[src/rtl/div_pkg.sv]
// Shared definitions for the multi-cycle DIV/DIVU controller.
//   S_IDLE..S_DONE : 2-bit state encodings
//   DIV_ITERS      : restoring iterations per divide (one per operand bit)
//   DIV_LATENCY    : cycles from the accepted start to the div_done pulse
//   div_state_e    : FSM state type built on the encodings above
package div_pkg;

  localparam logic [1:0] S_IDLE = 2'd0;
  localparam logic [1:0] S_ITER = 2'd1;
  localparam logic [1:0] S_FIX  = 2'd2;
  localparam logic [1:0] S_DONE = 2'd3;

  localparam int DIV_ITERS   = 32;
  localparam int DIV_LATENCY = 34;

  typedef enum logic [1:0] {
    IDLE = S_IDLE,
    ITER = S_ITER,
    FIX  = S_FIX,
    DONE = S_DONE
  } div_state_e;

endpackage

[src/rtl/div_step.sv]
// One radix-2 restoring division step, purely combinational.
//   r_i : partial remainder (WIDTH+1 bits)
//   q_i : quotient / dividend shift register
//   d_i : divisor magnitude
//   r_o : next partial remainder
//   q_o : next quotient shift register
module div_step #(
  parameter int WIDTH = 32
) (
  input  logic [WIDTH:0]   r_i,
  input  logic [WIDTH-1:0] q_i,
  input  logic [WIDTH-1:0] d_i,
  output logic [WIDTH:0]   r_o,
  output logic [WIDTH-1:0] q_o
);

  logic [WIDTH:0]   r_sh;
  logic [WIDTH-1:0] q_sh;
  logic [WIDTH:0]   t;
  logic             sub_ok;

  assign r_sh = {r_i[WIDTH-1:0], q_i[WIDTH-1]};
  assign q_sh = {q_i[WIDTH-2:0], 1'b0};
  assign t    = r_sh - {1'b0, d_i};

  // A set r_i MSB would shift out as weight 2^(WIDTH+1), which always exceeds
  // the divisor, so the subtraction then succeeds regardless of the borrow.
  assign sub_ok = r_i[WIDTH] | ~t[WIDTH];

  assign r_o = sub_ok ? t : r_sh;
  assign q_o = {q_sh[WIDTH-1:1], sub_ok};

endmodule

[src/rtl/div_sequencer.sv]
// Multi-cycle DIV/DIVU controller: 32 restoring iterations, sign fix, HI/LO write.
//   clk, resetn            : clock, async active-low reset
//   div_start, div_signed  : issue strobe and DIV(1)/DIVU(0) select, sampled in IDLE
//   dividend, divisor      : rs / rt operands, sampled with div_start
//   cancel                 : exception/interrupt abort, wins over div_start
//   div_busy               : stall request towards the hazard logic
//   div_done, hilo_we      : one-cycle result strobe
//   quotient, remainder    : LO / HI values, held until the next completed divide
module div_sequencer
  import div_pkg::*;
#(
  parameter int WIDTH = DIV_ITERS
) (
  input  logic             clk,
  input  logic             resetn,
  input  logic             div_start,
  input  logic             div_signed,
  input  logic [WIDTH-1:0] dividend,
  input  logic [WIDTH-1:0] divisor,
  input  logic             cancel,
  output logic             div_busy,
  output logic             div_done,
  output logic             hilo_we,
  output logic [WIDTH-1:0] quotient,
  output logic [WIDTH-1:0] remainder
);

  localparam int CNT_W = $clog2(WIDTH);
  localparam logic [CNT_W-1:0] CNT_LAST = CNT_W'(WIDTH - 1);

  div_state_e       state_q;
  logic [CNT_W-1:0] cnt_q;
  logic [WIDTH:0]   rem_q;
  logic [WIDTH-1:0] quo_q;
  logic [WIDTH-1:0] dvs_q;
  logic             sq_q;
  logic             sr_q;
  logic             done_q;
  logic [WIDTH-1:0] quotient_q;
  logic [WIDTH-1:0] remainder_q;

  logic [WIDTH:0]   rem_d;
  logic [WIDTH-1:0] quo_d;
  logic             neg_a;
  logic             neg_b;
  logic [WIDTH-1:0] abs_a;
  logic [WIDTH-1:0] abs_b;

  // Magnitudes are plain unsigned values, so -(0x80000000) stays 0x80000000.
  assign neg_a = div_signed & dividend[WIDTH-1];
  assign neg_b = div_signed & divisor[WIDTH-1];
  assign abs_a = neg_a ? -dividend : dividend;
  assign abs_b = neg_b ? -divisor  : divisor;

  div_step #(.WIDTH(WIDTH)) u_step (
    .r_i (rem_q),
    .q_i (quo_q),
    .d_i (dvs_q),
    .r_o (rem_d),
    .q_o (quo_d)
  );

  always_ff @(posedge clk or negedge resetn) begin
    if (!resetn) begin
      state_q     <= IDLE;
      cnt_q       <= '0;
      rem_q       <= '0;
      quo_q       <= '0;
      dvs_q       <= '0;
      sq_q        <= 1'b0;
      sr_q        <= 1'b0;
      done_q      <= 1'b0;
      quotient_q  <= '0;
      remainder_q <= '0;
    end else begin
      done_q <= 1'b0;
      if (cancel) begin
        state_q <= IDLE;
        cnt_q   <= '0;
      end else begin
        case (state_q)
          IDLE: begin
            if (div_start) begin
              sq_q    <= neg_a ^ neg_b;
              sr_q    <= neg_a;
              quo_q   <= abs_a;
              dvs_q   <= abs_b;
              rem_q   <= '0;
              cnt_q   <= '0;
              state_q <= ITER;
            end
          end
          ITER: begin
            rem_q <= rem_d;
            quo_q <= quo_d;
            cnt_q <= cnt_q + CNT_W'(1);
            if (cnt_q == CNT_LAST) state_q <= FIX;
          end
          FIX: begin
            quotient_q  <= sq_q ? -quo_q : quo_q;
            remainder_q <= sr_q ? -rem_q[WIDTH-1:0] : rem_q[WIDTH-1:0];
            done_q      <= 1'b1;
            state_q     <= DONE;
          end
          DONE: state_q <= IDLE;
          default: state_q <= IDLE;
        endcase
      end
    end
  end

  assign div_busy  = (state_q == ITER) | (state_q == FIX) |
                     ((state_q == IDLE) & div_start & ~cancel);
  assign div_done  = done_q;
  assign hilo_we   = done_q;
  assign quotient  = quotient_q;
  assign remainder = remainder_q;

endmodule

[config.mk]
export PLATFORM = sky130hd
export DESIGN_NAME = div_sequencer
export DESIGN_NICKNAME = d
export VERILOG_FILES = /design/src/rtl/div_pkg.sv /design/src/rtl/div_step.sv /design/src/rtl/div_sequencer.sv
export SDC_FILE = /design/constraint.sdc
export NUM_CORES = 1
export LEC_CHECK = 0
export ABC_AREA = 1
export CAP_MARGIN = 20
export CORE_UTILIZATION = 59
export DETAILED_ROUTE_END_ITERATION = 10
export GPL_TIMING_DRIVEN = 0
export PLACE_DENSITY = 0.82
export SLEW_MARGIN = 20
export SYNTH_ARGS = -nofsm -noshare
export SYNTH_HDL_FRONTEND = slang
export SYNTH_HIERARCHICAL = 1
export SYNTH_SLANG_ARGS = --single-unit
[constraint.sdc]
create_clock -name clk -period 2.97 [get_ports clk]
set_input_delay 0.594 -clock clk [delete_from_list [all_inputs] [get_ports clk]]
set_output_delay 0.594 -clock clk [all_outputs]
set_load 0.01 [all_outputs]
==> metrics.md <==
| Metric | Value |
|---|---|
| Outcome | `finished clean` |
| Layout overhead on the synthesized area | `17.25%` |
| Fraction of final layout cells sized beyond drive strength 1 | `under 10%` |
| Critical Path End Type | `primary output` |
| Post-Route Utilization | `70.51%` |
| Overall routing resource usage | `between 30% and 40%` |
| Tightest slew margin relative to the limit | `around 54%` |
| Ys async rst share | `100.0%` |
| Main area contributors after synthesis | `sky130_fd_sc_hd__dfrtp_1 31%, sky130_fd_sc_hd__nand2_1 20%, sky130_fd_sc_hd__nand3_1 9.1%` |
| Post-place instance area | `roughly 0.015 mm2` |
| Final hold violation count | `0` |
| Number of buffers added on ports | `135` |
| Final Setup Violations | `0` |
| Master cell of the clock root buffer | `sky130_fd_sc_hd__clkbuf_16` |
| Average routed wire per standard cell | `approximately 16 um` |
| Warnings from Yosys | `6` |
| Fraction of the cycle the final worst path needs | `between 90% and 100%` |
| Comb power frac | `about 67%` |
| Top-area cell type share of the netlist area | `between 30% and 40%` |
| Core region area | `0.02264 mm2` |
| CTS Sinks | `171` |
| Initial antenna violation count | `0` |
| Maximum number of pins on one net before global-route repair | `87` |
| Critical register-to-register path startpoint | `quo_q[31]` |
| CTS Buf Count | `17` |
| P_int | `between 9000 and 10000 uW` |
| Leakage power total | `~0.0085 uW` |
| Max-Cap Viols | `0` |
| Synthesized netlist net count | `~2300` |
| Total design power | `20020 uW` |
| Unrepaired setup endpoints after global routing | `no` |
| Unique cell type count in the Yosys netlist | `45` |
| Clock-pin slew on the worst setup and hold paths | `approximately 0.070 ns` |
| Number of top-level design ports | `about 140` |
| Final Cell Area | `0.01596 mm2` |
| DRC violation count after routing | `0` |
| CTS tree | `yes` |
| CTS H-tree depth | `4` |
| Sequential share of power | `about 23%` |
| Vias after detailed routing | `14530` |
| Effective utilization at floorplan | `between 60% and 70%` |
| Switch Pwr | `roughly 11000 uW` |
| Number of synthesized flops with an enable pin | `0` |
| Ys flop type | `sky130_fd_sc_hd__dfrtp_1` |
| Fin. max-slew vios | `0` |
| Slowest-stage cell, CP | `sky130_fd_sc_hd__clkdlybuf4s50_1` |
| Flip-flop and latch count after synthesis | `171` |
| Inserted Diodes | `0` |
| First-pass GRT wire length | `between 60000 and 70000 um` |
| Final Wtd Congestion | `approximately 0.95` |
| Fmax | `349.4 MHz` |
| Num rows | `55` |
| Worst setup path class | `reg -> out` |
| Vert. Die Dim | `153.9 um` |
| Antenna viol nets, final | `0` |
| Required time at the worst-slack endpoint | `roughly 2.4 ns` |
| Critical path cell sequence | `inv_1 -> ha_2 -> nand2_1 -> nor2_4 -> buf_8 -> or2_2 -> clkdlybuf4s50_1` |
| Number of global-route vias before repair | `12920` |
| First-pass DRT Iterations | `5` |
| Post-synthesis instance area | `0.01361 mm2` |
| Post-layout min period | `around 2.9 ns` |
| CP peak stage delay | `0.52 ns` |
| Register-to-register setup slack | `0.19 ns` |
| FF-to-FF path depth | `17` |
| Leading cell types by count after synthesis | `716 x sky130_fd_sc_hd__nand2_1, 252 x sky130_fd_sc_hd__inv_1, 247 x sky130_fd_sc_hd__nand3_1` |
| Switching part of the total | `between 50 and 60%` |
| Final clock skew | `between 0.009 and 0.01 ns` |
| Terminus of the critical flop-to-flop path | `quo_q[0]` |
| Worst-path maximum fanout | `10` |
| Class of the tightest hold or removal check | `in -> async` |
| Post-synthesis instance total | `approximately 2100` |
| Final layout net count | `roughly 2400` |
| Floorplan die area | `about 0.024 mm2` |
| Initial DRC count | `1306` |
| Wirelength, routed | `40760 um` |
| Portion of the post-synthesis area used by sequential elements | `31.43%` |
| Power per standard cell area | `roughly 1300 mW/mm2` |
| Average vias per placed instance | `5.592` |
| Post-synthesis average cell area | `between 6 and 7 um2` |
| Worst-Margin Slew | `0.6943 ns` |
| Maximum count of clock buffers along a single path | `2` |
| Global-route congestion overflow total | `0` |
| Kind of launch point of the worst setup path | `flop` |
| Synth area leader | `sky130_fd_sc_hd__dfrtp_1` |
| Smallest hold slack | `between 0.1 and 0.15 ns` |
| Clock network fraction of total power | `~11%` |
| Most frequently used cell type in the post-synthesis netlist | `sky130_fd_sc_hd__nand2_1` |
| Source-to-sink clock delay at the later pin of the worst-skew pair | `around 0.44 ns` |
| DIE WIDTH | `153.9 um` |
| Critical path arrival | `between 2 and 2.5 ns` |
| Worst vdd rail ir drop | `around 0.67 mV` |
| HPWL after detailed placement | `32530 um` |
## worst max-delay path, delay by kind of cell (launching register included)
family	cells	cell delay, ns
buf+inv	3	0.80
fa+ha+maj	1	0.22
simple gates	3	0.42
flops	1	0.38
## timing repair
item | in CTS | in global routing
gates resized for setup | 5 | 2
pin swaps | 0 | 1
setup buffers | 0 | 1
endpoints found under the setup margin | 1 | 1
hold buffers | 0 | 0
## layout by cell type (no fill, tap or decap), types with 3 or more instances in the layout
cell,n
sky130_fd_sc_hd__clkbuf_16,17
sky130_fd_sc_hd__dfrtp_1,171
sky130_fd_sc_hd__nand3_1,247
sky130_fd_sc_hd__buf_1,6
sky130_fd_sc_hd__a21oi_1,50
sky130_fd_sc_hd__clkinv_4,3
sky130_fd_sc_hd__nand2_2,25
sky130_fd_sc_hd__nand2_1,716
sky130_fd_sc_hd__nor2_1,217
sky130_fd_sc_hd__nor2_2,8
sky130_fd_sc_hd__nand2_4,4
sky130_fd_sc_hd__a21oi_2,4
sky130_fd_sc_hd__buf_6,8
sky130_fd_sc_hd__buf_4,39
sky130_fd_sc_hd__clkdlybuf4s50_1,134
sky130_fd_sc_hd__clkinv_8,3
sky130_fd_sc_hd__nor3_1,5
sky130_fd_sc_hd__buf_2,25
sky130_fd_sc_hd__inv_6,4
sky130_fd_sc_hd__o22ai_1,3
sky130_fd_sc_hd__inv_2,6
sky130_fd_sc_hd__nor2_4,9
sky130_fd_sc_hd__xor2_1,49
sky130_fd_sc_hd__inv_8,3
sky130_fd_sc_hd__inv_1,252
sky130_fd_sc_hd__o211ai_1,13
sky130_fd_sc_hd__ha_1,40
sky130_fd_sc_hd__and2_1,3
sky130_fd_sc_hd__clkbuf_1,26
sky130_fd_sc_hd__nand3b_1,7
sky130_fd_sc_hd__nand4_1,26
sky130_fd_sc_hd__o21bai_1,5
sky130_fd_sc_hd__or2_2,3
sky130_fd_sc_hd__a31oi_1,3
sky130_fd_sc_hd__xnor2_1,7
sky130_fd_sc_hd__o21ai_0,133
sky130_fd_sc_hd__a21o_1,3
sky130_fd_sc_hd__o21ai_1,11
## power by group through the flow
stage          sequential (uW)  combinational [uW]  clock [uW]
6_report                  4500               13300        2190
5_1_grt                   4610               14900        2310
3_5_place_dp              4470               13000           0
4_1_cts                   4440               13100        2210
3_3_place_gp              4420               12600           0
2_1_floorplan             4250                9440           0
## stage by stage
stage / TNS [ns] / setup WS, ns / instances
6_report: 0 / 0.1076 / 2598
5_1_grt: 0 / 0.001846 / 2598
4_1_cts: 0 / 0.03156 / 2597
3_5_place_dp: -0.3277 / -0.3277 / 2565
3_3_place_gp: -921.84 / -5.416 / 2564
2_1_floorplan: 0 / 0.5854 / 2144
## per-layer routing
metal,vias up,global-route usage [%],share of wire [%]
met2,709,53.85,44
met3,69,5.045,9.5
met1,6652,51.76,45
met5,-,0,0
met4,0,9.476,1.9
li1,7097,-,-
## sequential cells by signal, summed over array words and instances, names as in the netlist, 2 cells and up
name       flops
quo_q         32
cnt_q          5
rem_q         33
remainder     32
state_q        2
dvs_q         32
quotient      32
## area by class of cell
type / count / area (um2)
fill: 1999 / 6678
multi-input combinational: 1611 / 7752
clock inverter: 15 / 153.9
sequential: 171 / 4279
buffer: 104 / 635.6
tap: 285 / 356.6
inverter: 258 / 968.4
timing repair buffer: 137 / 1391
clock buffer: 17 / 425.4
## worst max-delay path by stage
stage,from,endpoint,slack [ns],cells after the start
floorplan,quo_q[31],quo_q[0],0.59,17
global placement,resetn,cnt_q[0],-5.42,1
detailed placement,div_start,div_busy,-0.33,6
CTS,state_q[0],div_busy,0.03,7
global route,state_q[0],div_busy,0.002,7
finish,state_q[0],div_busy,0.11,7
## kinds of logic after synthesis
kind of cell	after synthesis	synth area share [%]
AND/OR/NAND/NOR	1278	39.86
buffers and inverters	362	11.70
AO/OA/AOI/OAI	235	9.494
flip-flops	171	31.43
XOR/XNOR	56	3.603
adder cells (fa/ha/maj)	42	3.915
No activity file was read; power rests on OpenSTA's default activity.
